### src/rtl/shift_seq_ctrl.sv
// Sequencer for a chain of 1-bit shift stages: loads a word by valid/ready, then streams it MSB first.
// Optional stall input is compiled in with SHIFT_CTRL_PAUSE_EN.
module shift_seq_ctrl #(
  parameter int WIDTH = 8,
  parameter int CNT_W = 4,
  parameter int DIV   = 1,
  parameter int DIV_W = 4
) (
  input  logic             clk,
  input  logic             rst,
  input  logic             start_valid,
`ifdef SHIFT_CTRL_PAUSE_EN
  input  logic             pause,
`endif
  output logic             start_ready,
  input  logic [WIDTH-1:0] data_in,
  output logic             shift,
  output logic             ser_out,
  output logic             busy,
  output logic             done,
  output logic [CNT_W-1:0] bit_cnt
);

  typedef enum logic [1:0] {
    IDLE  = 2'd0,
    SHIFT = 2'd1,
    DONE  = 2'd2
  } state_t;

  localparam logic [DIV_W-1:0] DIV_LAST = DIV_W'(DIV - 1);
  localparam logic [CNT_W-1:0] CNT_FULL = CNT_W'(WIDTH);

  state_t           state, next_state;
  logic [WIDTH-1:0] hold, hold_d;
  logic [DIV_W-1:0] div_cnt, div_d;
  logic [CNT_W-1:0] bit_cnt_d;
  logic             start_ready_d, shift_d, ser_out_d, busy_d, done_d;
  logic             stall, handshake, last_bit;

`ifdef SHIFT_CTRL_PAUSE_EN
  assign stall = pause;
`else
  assign stall = 1'b0;
`endif

  assign handshake = (state == IDLE) && start_valid && start_ready;
  assign last_bit  = shift && (bit_cnt == CNT_FULL);

  always_ff @(posedge clk or negedge rst) begin
    if (!rst) state <= IDLE;
    else      state <= next_state;
  end

  always_comb begin
    next_state = IDLE;
    case (state)
      IDLE:    next_state = handshake ? SHIFT : IDLE;
      SHIFT:   next_state = last_bit ? DONE : SHIFT;
      DONE:    next_state = IDLE;
      default: next_state = IDLE;
    endcase
  end

  // Every output is registered, so this block computes the values for the next cycle.
  // div_cnt always holds the in-period index of the next active cycle.
  always_comb begin
    hold_d        = hold;
    div_d         = div_cnt;
    bit_cnt_d     = bit_cnt;
    start_ready_d = 1'b0;
    shift_d       = 1'b0;
    ser_out_d     = 1'b0;
    busy_d        = 1'b0;
    done_d        = 1'b0;
    case (state)
      IDLE: begin
        if (handshake) begin
          hold_d    = data_in;
          shift_d   = (DIV_LAST == '0);
          div_d     = shift_d ? '0 : DIV_W'(1);
          bit_cnt_d = CNT_W'(shift_d);
          ser_out_d = data_in[WIDTH-1];
          busy_d    = 1'b1;
        end else begin
          start_ready_d = 1'b1;
        end
      end
      SHIFT: begin
        if (last_bit) begin
          done_d = 1'b1;
        end else begin
          busy_d = 1'b1;
          hold_d = shift ? (hold << 1) : hold;
          if (stall) begin
            ser_out_d = ser_out;
          end else begin
            ser_out_d = hold_d[WIDTH-1];
            shift_d   = (div_cnt == DIV_LAST);
            div_d     = shift_d ? '0 : div_cnt + DIV_W'(1);
            bit_cnt_d = bit_cnt + CNT_W'(shift_d);
          end
        end
      end
      DONE: begin
        start_ready_d = 1'b1;
      end
      default: begin
        hold_d = hold;
      end
    endcase
  end

  always_ff @(posedge clk or negedge rst) begin
    if (!rst) begin
      hold        <= '0;
      div_cnt     <= '0;
      bit_cnt     <= '0;
      start_ready <= 1'b0;
      shift       <= 1'b0;
      ser_out     <= 1'b0;
      busy        <= 1'b0;
      done        <= 1'b0;
    end else begin
      hold        <= hold_d;
      div_cnt     <= div_d;
      bit_cnt     <= bit_cnt_d;
      start_ready <= start_ready_d;
      shift       <= shift_d;
      ser_out     <= ser_out_d;
      busy        <= busy_d;
      done        <= done_d;
    end
  end

endmodule
### config.mk
export PLATFORM = sky130hd
export DESIGN_NAME = shift_seq_ctrl
export DESIGN_NICKNAME = d
export VERILOG_FILES = /design/src/rtl/shift_seq_ctrl.sv
export SDC_FILE = /design/constraint.sdc
export NUM_CORES = 1
export LEC_CHECK = 0
export BUFFER_PORTS_ARGS = -buffer_cell sky130_fd_sc_hd__buf_2
export CAP_MARGIN = 20
export CORE_MARGIN = 1.5
export CORE_UTILIZATION = 25
export DETAILED_ROUTE_END_ITERATION = 10
export MAX_ROUTING_LAYER = met4
export PLACE_DENSITY_LB_ADDON = 0.08
export SKIP_LAST_GASP = 1
export SLEW_MARGIN = 20
export SYNTH_ARGS = -nofsm -noshare
export SYNTH_HDL_FRONTEND = slang
export SYNTH_SLANG_ARGS = --single-unit
export TNS_END_PERCENT = 5
### constraint.sdc
create_clock -name clk -period 1.85 [get_ports clk]
set_input_delay 0.0925 -clock clk [delete_from_list [all_inputs] [get_ports clk]]
set_output_delay 0.0925 -clock clk [all_outputs]
set_load 0.05 [all_outputs]
---- After elaboration in Yosys (flattened, before gate mapping) ----
Cells that the tools add are included.
operators by class
  add/subtract/negate cells ............... 2
  multipliers ............................. 0
  div/mod/pow operators ................... 0
  $lt $le $gt $ge ......................... 0
  eq/ne operators ......................... 6
  shifts and indexed selects .............. 0
  muxes and demuxes ....................... 26
  bitwise gates (word level) .............. 0
  reductions and logical operators ........ 8
operator list
  operator                                             count
  two-way mux 8 bit                                    3
  two-way mux 4 bit                                    5
  case mux 4 bit (2 select lines)                      2
  case mux 8 bit (2 select lines)                      1
  two-way mux 1 bit                                    9
  case mux 1 bit (2 select lines)                      4
  != test 2 bit, second input constant                 3
  adder 4 x 1 -> 4 bit                                 1
  adder 4 x 1 -> 4 bit, second input constant          1
  equality test 4 bit, second input constant           1
  zero test 4 bit                                      1
  case mux 2 bit (2 select lines)                      1
  AND reduction 4 bit                                  1
  logical AND 1 bit                                    3
  AND reduction 3 bit                                  1
  equality test 2 x 1 -> 1 bit, second input constant  1
  equality test 2 bit, second input constant           1
  zero test 2 bit                                      1
  two-way mux 2 bit                                    1
  nonzero test 2 bit                                   1
word-level totals
  flip-flop bits (word level) ............. 23
  latch bits .............................. 0
  RAM bits ................................ 0
  memory bits (read-only) ................. 0
  memories kept ........................... 0

---- Depth between registers and ports, before layout ----
Gate-level depths: netlist (run 1).
  depth after elaboration ................. 5
  depth in mapped cells ................... 9
  mapped depth without buffers ............ 9

---- Least setup slack after synthesis (run 1) ----
Ideal clock, no wire load.
  path kind ............................... flip-flop to flip-flop
  start ................................... register bit_cnt[1]
  end ..................................... register hold[1]
  library setup time ...................... 0.125 ns
  data arrival time ....................... 1.700 ns
  data required time ...................... 1.725 ns
  path slack .............................. 0.026 ns
  cell stages (with the launch flop) ...... 5
  buffers on the path ..................... 0
  clock period less this slack ............ 1.824 ns
  path through ............................ dfrtp_1 -> nor3_4 -> nand3_4 -> o22ai_4 -> mux2_2
between the ends
  word-level cells in the longest chain between the ends .. 4
ends and longest elaborated chain
  what                           line  source
  start: declaration             21    output logic [CNT_W-1:0] bit_cnt
  start signal: assignment       126   bit_cnt <= bit_cnt_d;
  equality test 4 bit            47    assign last_bit = shift && (bit_cnt == CNT_FULL);
  logical AND 1 bit              47
  != test 2 bit (no line)        -
  AND reduction 4 bit (no line)  -
  end signal: assignment         124   hold <= hold_d;
  end: declaration               34    logic [WIDTH-1:0] hold, hold_d;
Every way passes these cells.
A chain may end at the register's enable or synchronous reset.

---- Final worst setup path (run 1) ----
  start ................................... register bit_cnt[1]
  end ..................................... register hold[3]
The elaborated chain is that of the path after synthesis.

==> reports/metrics.csv, run 1 <==
metric;value;unit
mux share of post-synthesis cell area;7.973;%
# H-tree levels;1;
Required @ worst endpoint;2.00;ns
sequential share of power;36.6;%
Synth Instances;104;
critical path type;flip-flop to flip-flop;
post-DP HPWL;1.740;mm
Switching Power;0.001106;W
largest family of logic cells by synthesized area;simple AND/OR/NAND/NOR gates;
FF+latch area;550.5;um^2
multi-input logic area;511.7;um^2
Worst Setup Start Kind;flip-flop;
Period minus WS final;1.708;ns
total power;0.002407;W
dpl cells;172;
Layout area overhead;20.05;%
Pwr Density;1825;nW/um^2
Vias/cell;4.559;
TritonRoute pass-1 iters;4;
FF+latch count, synth;22;
CP cell instances;nor3_4 -> nand3_4 -> o22ai_4 -> mux2_2;
count of pins over their slew limit;0;
Synth Area per Inst;10.56;um^2
Die X;69.29;um
antenna viol nets, final;0;
synthesized area;1099;um^2
Die Area;4801;um^2
Synth Area in XOR/XNOR;0.7973;%
slew at the pin closest to its max-slew limit;0.5174;ns
Simple-Gate Fraction of Synth Area;18.00;%
via count;807;
critical path endpoint category;flip-flop;
PortBufs;19;
Worst Hold Class;input port to flip-flop;
WL per Instance;13.13;um
final setup vio count;0;
Synth Warn #;0;
drt total wl;2.324;mm
Pleak;0.6416;nW
GRT Total Usage;11.29;%
sequential fraction of the synthesis area;50.11;%
CTS tree;done;
die extent in y;69.29;um
TritonCTS sink count;22;
Slew HR;65.50;%
slowest cell on the critical path;dfrtp_1;
Clock Tree Buf Depth;2;
initial core utilization;26.70;%
FF-to-FF setup slack;0.14;ns
outcome;finished clean;
GPL Wtd Cong;0.6889;
Distinct cells, synth;28;
post-synthesis adder-cell area fraction;4.556;%
Final Non-Filler Cells;177;
RSZ-0062 raised after global routing;no;
# nets final;143;
FILL cells;443;
fin util;32.05;%
switching share of power;45.96;%
combinational fraction of design power;49.1;%
period utilisation layout;92.35;%
pin count of the biggest net entering global routing;23;
VDD IR-drop max;0.0009059;V
Clk network pwr share;14.3;%
Num CTS Buffers;3;
Iteration-0 DRC Markers;35;
global route overflow;0;
Hold Worst Slack;0.06329;ns
crit-path max cell delay;0.45;ns
fraction of layout cells with a size suffix above 1;30.71;%
skew final;0.001841;ns
commonest non-fill, non-tap cell in the layout;dfrtp_1;
most frequent cells in the layout;22 x dfrtp_1, 19 x nand2_1, 19 x buf_2;
drt drc;0;
ant diodes;0;
Setup TNS;0;ns
initial antenna violation count;0;
Clock Latency Late Sink;0.26;ns
first-pass GRT wire length;4.229;mm
FP Rows;23;
Compound-Gate Fraction of Synth Area;15.26;%
root buf cell;clkbuf_8;
maximum clock frequency;0.5853;GHz
crit path max fanout;7;
Std-Cell Core Area;4115;um^2
Syn Nets;119;
arrival time worst endpoint;1.86;ns
# Post-CTS Setup Buffers;0;
Final Hold Fails;0;
Max-Cap Viols;0;
Top-Level Pins;20;
Clock transition at path regs;0.08;ns
internal power;0.001301;W
vias in the first global route;840;
area by class of cell:
class                      instances  share of cell area (%)
clock buffer                       4                   4.175
inverter                           5                   1.423
multi-input combinational         74                   38.80
sequential                        22                   41.75
tap                               50                   4.744
timing repair buffer              22                   9.108
worst paths after layout:
check / start / to / cells past startpoint
max: bit_cnt[1] / hold[3] / 4
min: data_in[0] / hold[0] / 2
max reg2reg: bit_cnt[1] / hold[3] / 4
min reg2reg: div_cnt[3] / div_cnt[3] / 1
max in group asynchronous: rst / div_cnt[1] / 2
min in group asynchronous: rst / start_ready / 2
cells by family (layout without fill, tap and decap cells):
kind of cell / after synthesis / count (layout)
compound gates: 22 / 22
fa+ha+maj: 4 / 4
buf+inv: 8 / 31
mux: 8 / 8
simple gates: 39 / 39
flops: 22 / 22
xor+xnor: 1 / 1
power groups by stage:
stage               combinational [W]  sequential (W)  clock [W]
floorplan                    0.000664         0.00113          0
global placement              0.00118        0.000887          0
detailed placement            0.00118        0.000893          0
CTS                           0.00119        0.000884   0.000367
global route                  0.00132        0.000914   0.000385
finish                        0.00118        0.000881   0.000343
flip-flops by register name, summed over array words and instances (netlist names):
signal       flops
done             1
div_cnt          4
shift            1
bit_cnt          4
hold             8
ser_out          1
start_ready      1
state            2
stage by stage:
stage	instance area [um^2]	setup WS [ns]
2_1_floorplan	1099	0.02556
3_3_place_gp	1254	0.1862
3_5_place_dp	1254	0.1419
4_1_cts	1319	0.1345
5_1_grt	1319	0.06787
6_report	1319	0.1416
worst max-delay path, delay by kind of cell (launching register included):
family           cells  cell delay, ns
multiplexers         1            0.38
AO/OA/AOI/OAI        1            0.30
flip-flops           1            0.45
AND/OR/NAND/NOR      2            0.46
metal layers:
metal | track usage, % | share of wire (%) | vias up
met5 | - | 0 | -
met4 | 4.575 | 1.2 | 0
met3 | 2.326 | 6.0 | 4
met2 | 15.81 | 41 | 26
met1 | 15.88 | 51 | 372
li1 | - | - | 405
what timing repair did:
action	in CTS	in global routing
resized for setup	0	0
hold buffers	1	0
hold endpoints to repair	22	0
synth_stat cells, drive strengths merged:
library cell / count / area (um^2)
o22ai: 1 / 20.02
o22a: 1 / 8.760
nand3: 5 / 37.54
xor2: 1 / 8.760
buf: 3 / 17.52
o31ai: 1 / 7.510
nand4: 1 / 6.260
nand3b: 1 / 7.510
o221a: 1 / 11.26
inv: 5 / 18.77
a22o: 2 / 18.77
mux2: 6 / 67.56
a211o: 1 / 10.01
a31oi: 1 / 21.27
dfrtp: 22 / 550.5
nand2: 19 / 71.32
or2b: 1 / 7.510
mux2i: 2 / 20.02
and3: 2 / 12.51
nor2: 8 / 30.03
nor3: 1 / 16.27
nand2b: 1 / 8.760
o21ai: 13 / 65.06
a21oi: 1 / 5.000
ha: 4 / 50.05
No activity file was read; power rests on OpenSTA's default activity.
==> inputs of run 2 (changes only) <==
==> config.mk (replaced) <==
export PLATFORM = sky130hd
export DESIGN_NAME = shift_seq_ctrl
export DESIGN_NICKNAME = d
export VERILOG_FILES = /design/src/rtl/shift_seq_ctrl.sv
export SDC_FILE = /design/constraint.sdc
export NUM_CORES = 1
export LEC_CHECK = 0
export BUFFER_PORTS_ARGS = -buffer_cell sky130_fd_sc_hd__buf_4
export CAP_MARGIN = 20
export CORE_MARGIN = 1.5
export CORE_UTILIZATION = 25
export DETAILED_ROUTE_END_ITERATION = 10
export MAX_ROUTING_LAYER = met4
export PLACE_DENSITY_LB_ADDON = 0.08
export REMOVE_ABC_BUFFERS = 1
export SKIP_LAST_GASP = 1
export SLEW_MARGIN = 20
export SYNTH_ARGS = -nofsm -noshare
export SYNTH_HDL_FRONTEND = slang
export SYNTH_SLANG_ARGS = --single-unit
export TNS_END_PERCENT = 30
==> reports/metrics.csv, run 2 (synthesized netlist as in run 1, its figures left out) <==
metric;value;unit;change
outcome;finished clean;;
drt drc;0;;unchanged
critical path type;flip-flop to flip-flop;;
# H-tree levels;1;;unchanged
crit path max fanout;4;;-3
GRT Total Usage;10.98;%;-0.31 points
Num CTS Buffers;3;;unchanged
most frequent cells in the layout;23 x buf_4, 22 x dfrtp_1, 19 x nand2_1;;
fraction of layout cells with a size suffix above 1;31.25;%;+0.54 points
register bank with the most flops;hold;;
final instance area;1368;um^2;+3.7%
DP Area;1316;um^2;+5.0%
critical path endpoint category;flip-flop;;
maximum clock frequency;0.6147;GHz;+5.0%
Top-Level Pins;20;;unchanged
Clock Tree Buf Depth;2;;unchanged
FP Rows;23;;unchanged
Clock Latency Late Sink;0.26;ns;about the same
Worst Hold Path EP;ser_out;;
GPL Wtd Cong;0.6749;;-2.0%
pin count of the biggest net entering global routing;23;;unchanged
first-pass GRT wire length;4.119;mm;-2.6%
count of pins over their slew limit;0;;unchanged
drt total wl;2.348;mm;+1.0%
HP Start;data_in[7];;
# Post-CTS Setup Buffers;0;;unchanged
Final Hold Fails;0;;unchanged
root buf cell;clkbuf_8;;
RSZ-0062 raised after global routing;no;;
max reg flops;8;;unchanged
PostCTS Resize Cnt;0;;unchanged
final setup vio count;0;;unchanged
Pleak;0.6584;nW;+2.6%
# nets final;145;;+1.4%
TritonRoute pass-1 iters;2;;-2
post-DP HPWL;1.735;mm;-0.34%
Clock transition at path regs;0.08;ns;about the same
vias in the first global route;863;;+2.7%
Post-CTS Hold Buffers;1;;unchanged
worst r2r src;div_cnt[0];;
Required @ worst endpoint;2.00;ns;about the same
VDD IR-drop max;0.0007033;V;-22%
PortBufs;19;;unchanged
Setup TNS;0;ns;unchanged
TritonCTS sink count;22;;unchanged
global route overflow;0;;unchanged
commonest non-fill, non-tap cell in the layout;buf_4;;
initial core utilization;26.70;%;unchanged
Period minus WS final;1.627;ns;-0.08164 ns
Worst Hold Class;input port to flip-flop;;
FF-to-FF setup slack;0.22;ns;+0.08 ns
Min-Delay Path Depth;3;;+1
Std-Cell Core Area;4115;um^2;unchanged
largest registers;hold x8, bit_cnt x4, div_cnt x4;;
Max-Cap Viols;0;;unchanged
reg-to-reg endpoint;bit_cnt[1];;
skew final;0.002630;ns;+0.0007890 ns
via count;821;;+1.7%
Iteration-0 DRC Markers;18;;-49%
die extent in y;69.29;um;unchanged
FILL cells;433;;-2.3%
Slew HR;75.28;%;+9.8 points
initial antenna violation count;0;;unchanged
Die X;69.29;um;unchanged
CTS tree;done;;
Die Area;4801;um^2;unchanged
multi-input logic area;511.7;um^2;unchanged
ant diodes;0;;unchanged
WL per Instance;13.19;um;+0.47%
period utilisation layout;87.93;%;-4.4 points
Worst Setup Start Kind;flip-flop;;
FF+latch area;550.5;um^2;unchanged
Layout area overhead;24.49;%;
arrival time worst endpoint;1.78;ns;-0.08 ns
slew at the pin closest to its max-slew limit;0.3708;ns;-0.1467 ns
worst-case reg-to-reg path depth;7;;+3
Vias/cell;4.612;;+1.2%
antenna viol nets, final;0;;unchanged
Pwr Density;1769;nW/um^2;-3.1%
## run 2: cell count changes in the layout (fill, tap and decap cells not counted), sizes merged
cell and delta:
buf +2, clkbuf -1
## run 2: routing by layer
metal | vias up | GRT usage, % | routed length [um]
met2 | 15 | 15.06 | 949
met4 | 0 | 4.575 | 19
met5 | - | - | 0
met1 | 391 | 16.03 | 1301
met3 | 2 | 1.599 | 77
li1 | 413 | - | -
## run 2: worst max-delay path by stage
stage	from	to	slack (ns)	cells after the start
6_report	div_cnt[0]	bit_cnt[1]	0.22	7
5_1_grt	div_cnt[0]	bit_cnt[1]	0.1	7
2_1_floorplan	bit_cnt[1]	hold[1]	0.03	4
3_3_place_gp	bit_cnt[1]	hold[1]	0.23	4
4_1_cts	div_cnt[0]	bit_cnt[1]	0.22	7
3_5_place_dp	bit_cnt[1]	hold[1]	0.23	4
## run 2: critical path, cell delays in order (launching register included)
cell and delay [ns]:
dfrtp_1 0.37, inv_1 0.07, ha_1 0.19, nand2_1 0.11
inv_1 0.06, ha_1 0.20, ha_1 0.27, a22o_2 0.23
## run 2: per-stage QoR
step	util, %	total power (W)	cells	hold slack, ns	setup slack (ns)
2_1_floorplan	-	0.001758	101	-0.2031	0.02555
3_5_place_dp	31.99	0.002149	174	0.006781	0.2302
3_3_place_gp	31.99	0.002146	174	0.004522	0.2326
4_1_cts	33.23	0.002452	178	0.04469	0.2194
5_1_grt	33.23	0.002634	178	0.07053	0.09666
6_report	33.23	0.002419	178	0.04769	0.2232
## run 2: layout make-up
class | count | share of cell area (%)
timing repair buffer | 24 | 13.36
clock buffer | 3 | 3.019
inverter | 5 | 1.372
tap | 50 | 4.575
multi-input combinational | 74 | 37.42
sequential | 22 | 40.26
## run 2: power breakdown
group / internal (W) / total, W / switching [W] / leakage, nW
Sequential: 0.000684 / 0.000898 / 0.000214 / 0.282
Clock: 0.000145 / 0.000292 / 0.000147 / 0.0216
Combinational: 0.000491 / 0.00123 / 0.000738 / 0.355
Total: 0.00132 / 0.00242 / 0.00110 / 0.658
==> inputs of run 3 (changes only) <==
--- a/config.mk
+++ b/config.mk
@@ -12,7 +12,6 @@
 export DETAILED_ROUTE_END_ITERATION = 10
 export MAX_ROUTING_LAYER = met4
 export PLACE_DENSITY_LB_ADDON = 0.08
-export REMOVE_ABC_BUFFERS = 1
 export SKIP_LAST_GASP = 1
 export SLEW_MARGIN = 20
 export SYNTH_ARGS = -nofsm -noshare
==> reports/metrics.csv, run 3 (synthesized netlist as in run 1, its figures left out) <==
metric;value;unit;change
outcome;finished clean;;
via count;796;;-3.0%
VDD IR-drop max;0.001063;V;+51%
Die X;69.29;um;unchanged
Die Area;4801;um^2;unchanged
# H-tree levels;1;;unchanged
Clock Latency Late Sink;0.26;ns;about the same
TritonCTS sink count;22;;unchanged
Pleak;0.6477;nW;-1.6%
Num CTS Buffers;3;;unchanged
post-DP HPWL;1.705;mm;-1.7%
register bank with the most flops;hold;;
Std-Cell Core Area;4115;um^2;unchanged
maximum clock frequency;0.5874;GHz;-4.4%
Top-Level Pins;20;;unchanged
global route overflow;0;;unchanged
FILL cells;444;;+2.5%
RSZ-0062 raised after global routing;no;;
root buf cell;clkbuf_8;;
PortBufs;19;;unchanged
Worst Hold Class;input port to flip-flop;;
initial core utilization;26.70;%;unchanged
slew at the pin closest to its max-slew limit;0.3872;ns;+0.01642 ns
GPL Wtd Cong;0.7498;;+11%
max reg flops;8;;unchanged
dpl cells;172;;-1.1%
TritonRoute pass-1 iters;4;;+2
GRT Total Usage;11.28;%;+0.30 points
Pwr Density;1786;nW/um^2;+0.98%
drt drc;0;;unchanged
final setup vio count;0;;unchanged
Buf/Inv on CP;0;;-2
arrival time worst endpoint;1.85;ns;+0.07 ns
CP cell instances;nor3_4 -> nand3_4 -> o22ai_4 -> mux2_2;;
Final Hold Fails;0;;unchanged
Largest delay share family, worst path;simple AND/OR/NAND/NOR gates;;
Slew HR;74.19;%;-1.1 points
most frequent cells in the layout;22 x dfrtp_1, 21 x buf_4, 19 x nand2_1;;
FP Rows;23;;unchanged
Setup TNS;0;ns;unchanged
Clock Tree Buf Depth;2;;unchanged
die extent in y;69.29;um;unchanged
antenna viol nets, final;0;;unchanged
ant diodes;0;;unchanged
WL per Instance;13.33;um;+1.1%
initial antenna violation count;0;;unchanged
Vias/cell;4.523;;-1.9%
fraction of layout cells with a size suffix above 1;30.16;%;-1.1 points
count of pins over their slew limit;0;;unchanged
Required @ worst endpoint;2.00;ns;about the same
Final Non-Filler Cells;176;;-1.1%
slowest cell on the critical path;dfrtp_1;;
largest registers;hold x8, bit_cnt x4, div_cnt x4;;
# nets final;143;;-1.4%
Period minus WS final;1.702;ns;+0.07565 ns
Layout area overhead;23.12;%;
pin count of the biggest net entering global routing;23;;unchanged
Worst Setup Start Kind;flip-flop;;
Clock transition at path regs;0.08;ns;about the same
vias in the first global route;846;;-2.0%
Iteration-0 DRC Markers;26;;+8
CTS tree;done;;
first-pass GRT wire length;4.284;mm;+4.0%
crit-path max cell delay;0.45;ns;+0.08 ns
FF+latch area;550.5;um^2;unchanged
period utilisation layout;92.02;%;+4.1 points
drt total wl;2.346;mm;about the same
skew final;0.001564;ns;-0.001066 ns
Max-Cap Viols;0;;unchanged
multi-input logic area;511.7;um^2;unchanged
FF-to-FF setup slack;0.15;ns;-0.08 ns
critical path endpoint category;flip-flop;;
crit path max fanout;7;;+3
commonest non-fill, non-tap cell in the layout;dfrtp_1;;
critical path type;flip-flop to flip-flop;;
## run 3: changes by cell type in the layout (fill, tap and decap cells not counted)
cell / delta
buf_4: -2
## run 3: final timing paths
kind                               to       start  cells after the start
min in group asynchronous     ser_out         rst                      2
min                           ser_out  data_in[7]                      3
max                           hold[5]  bit_cnt[1]                      4
max in group asynchronous     hold[1]         rst                      2
max reg2reg                   hold[5]  bit_cnt[1]                      4
min reg2reg                div_cnt[3]  div_cnt[3]                      1
## run 3: routing by layer
| metal | vias to the layer above | track usage, % | routed length (um) |
|---|---|---|---|
| li1 | 406 | - | - |
| met1 | 369 | 16.05 | 1277 |
| met2 | 19 | 15.06 | 930 |
| met3 | 2 | 2.907 | 117 |
| met4 | 0 | 4.575 | 21 |
| met5 | - | - | 0 |
## run 3: layout make-up
type                            instances  area share, %
Sequential cell                        22          40.70
Tap cell                               50          4.625
Inverter                                5          1.388
Multi-Input combinational cell         74          37.84
Clock buffer                            3          3.053
Timing Repair Buffer                   22          12.40
## run 3: metrics by stage
stage | hold WS, ns | area (um^2) | util, % | worst slack [ns] | power (W)
2_1_floorplan | -0.2031 | 1099 | - | 0.02556 | 0.001789
3_3_place_gp | 0.01286 | 1301 | 31.62 | 0.1809 | 0.002128
3_5_place_dp | 0.009642 | 1301 | 31.62 | 0.1415 | 0.002139
4_1_cts | 0.05853 | 1353 | 32.87 | 0.1349 | 0.002447
5_1_grt | 0.06923 | 1353 | 32.87 | 0.07139 | 0.002607
6_report | 0.05921 | 1353 | 32.87 | 0.1476 | 0.002416
## run 3: repair_timing
| item | 4_1_cts | 5_1_grt |
|---|---|---|
| hold buffers | 1 | 0 |
| setup buffers | 0 | 0 |
| resized for setup | 0 | 0 |
| hold endpoints to repair | 22 | 0 |
## run 3: where the power goes
group	internal (W)	leakage, nW	total [W]	switching [W]
sequential	0.000684	0.282	0.000901	0.000218
combinational	0.000476	0.344	0.00122	0.000741
clock	0.000145	0.0216	0.000297	0.000152
## run 3: worst reg2reg max path: stages (launching register included)
cell and delay, ns:
dfrtp_1 0.45, nor3_4 0.33, nand3_4 0.13, o22ai_4 0.30, mux2_2 0.38
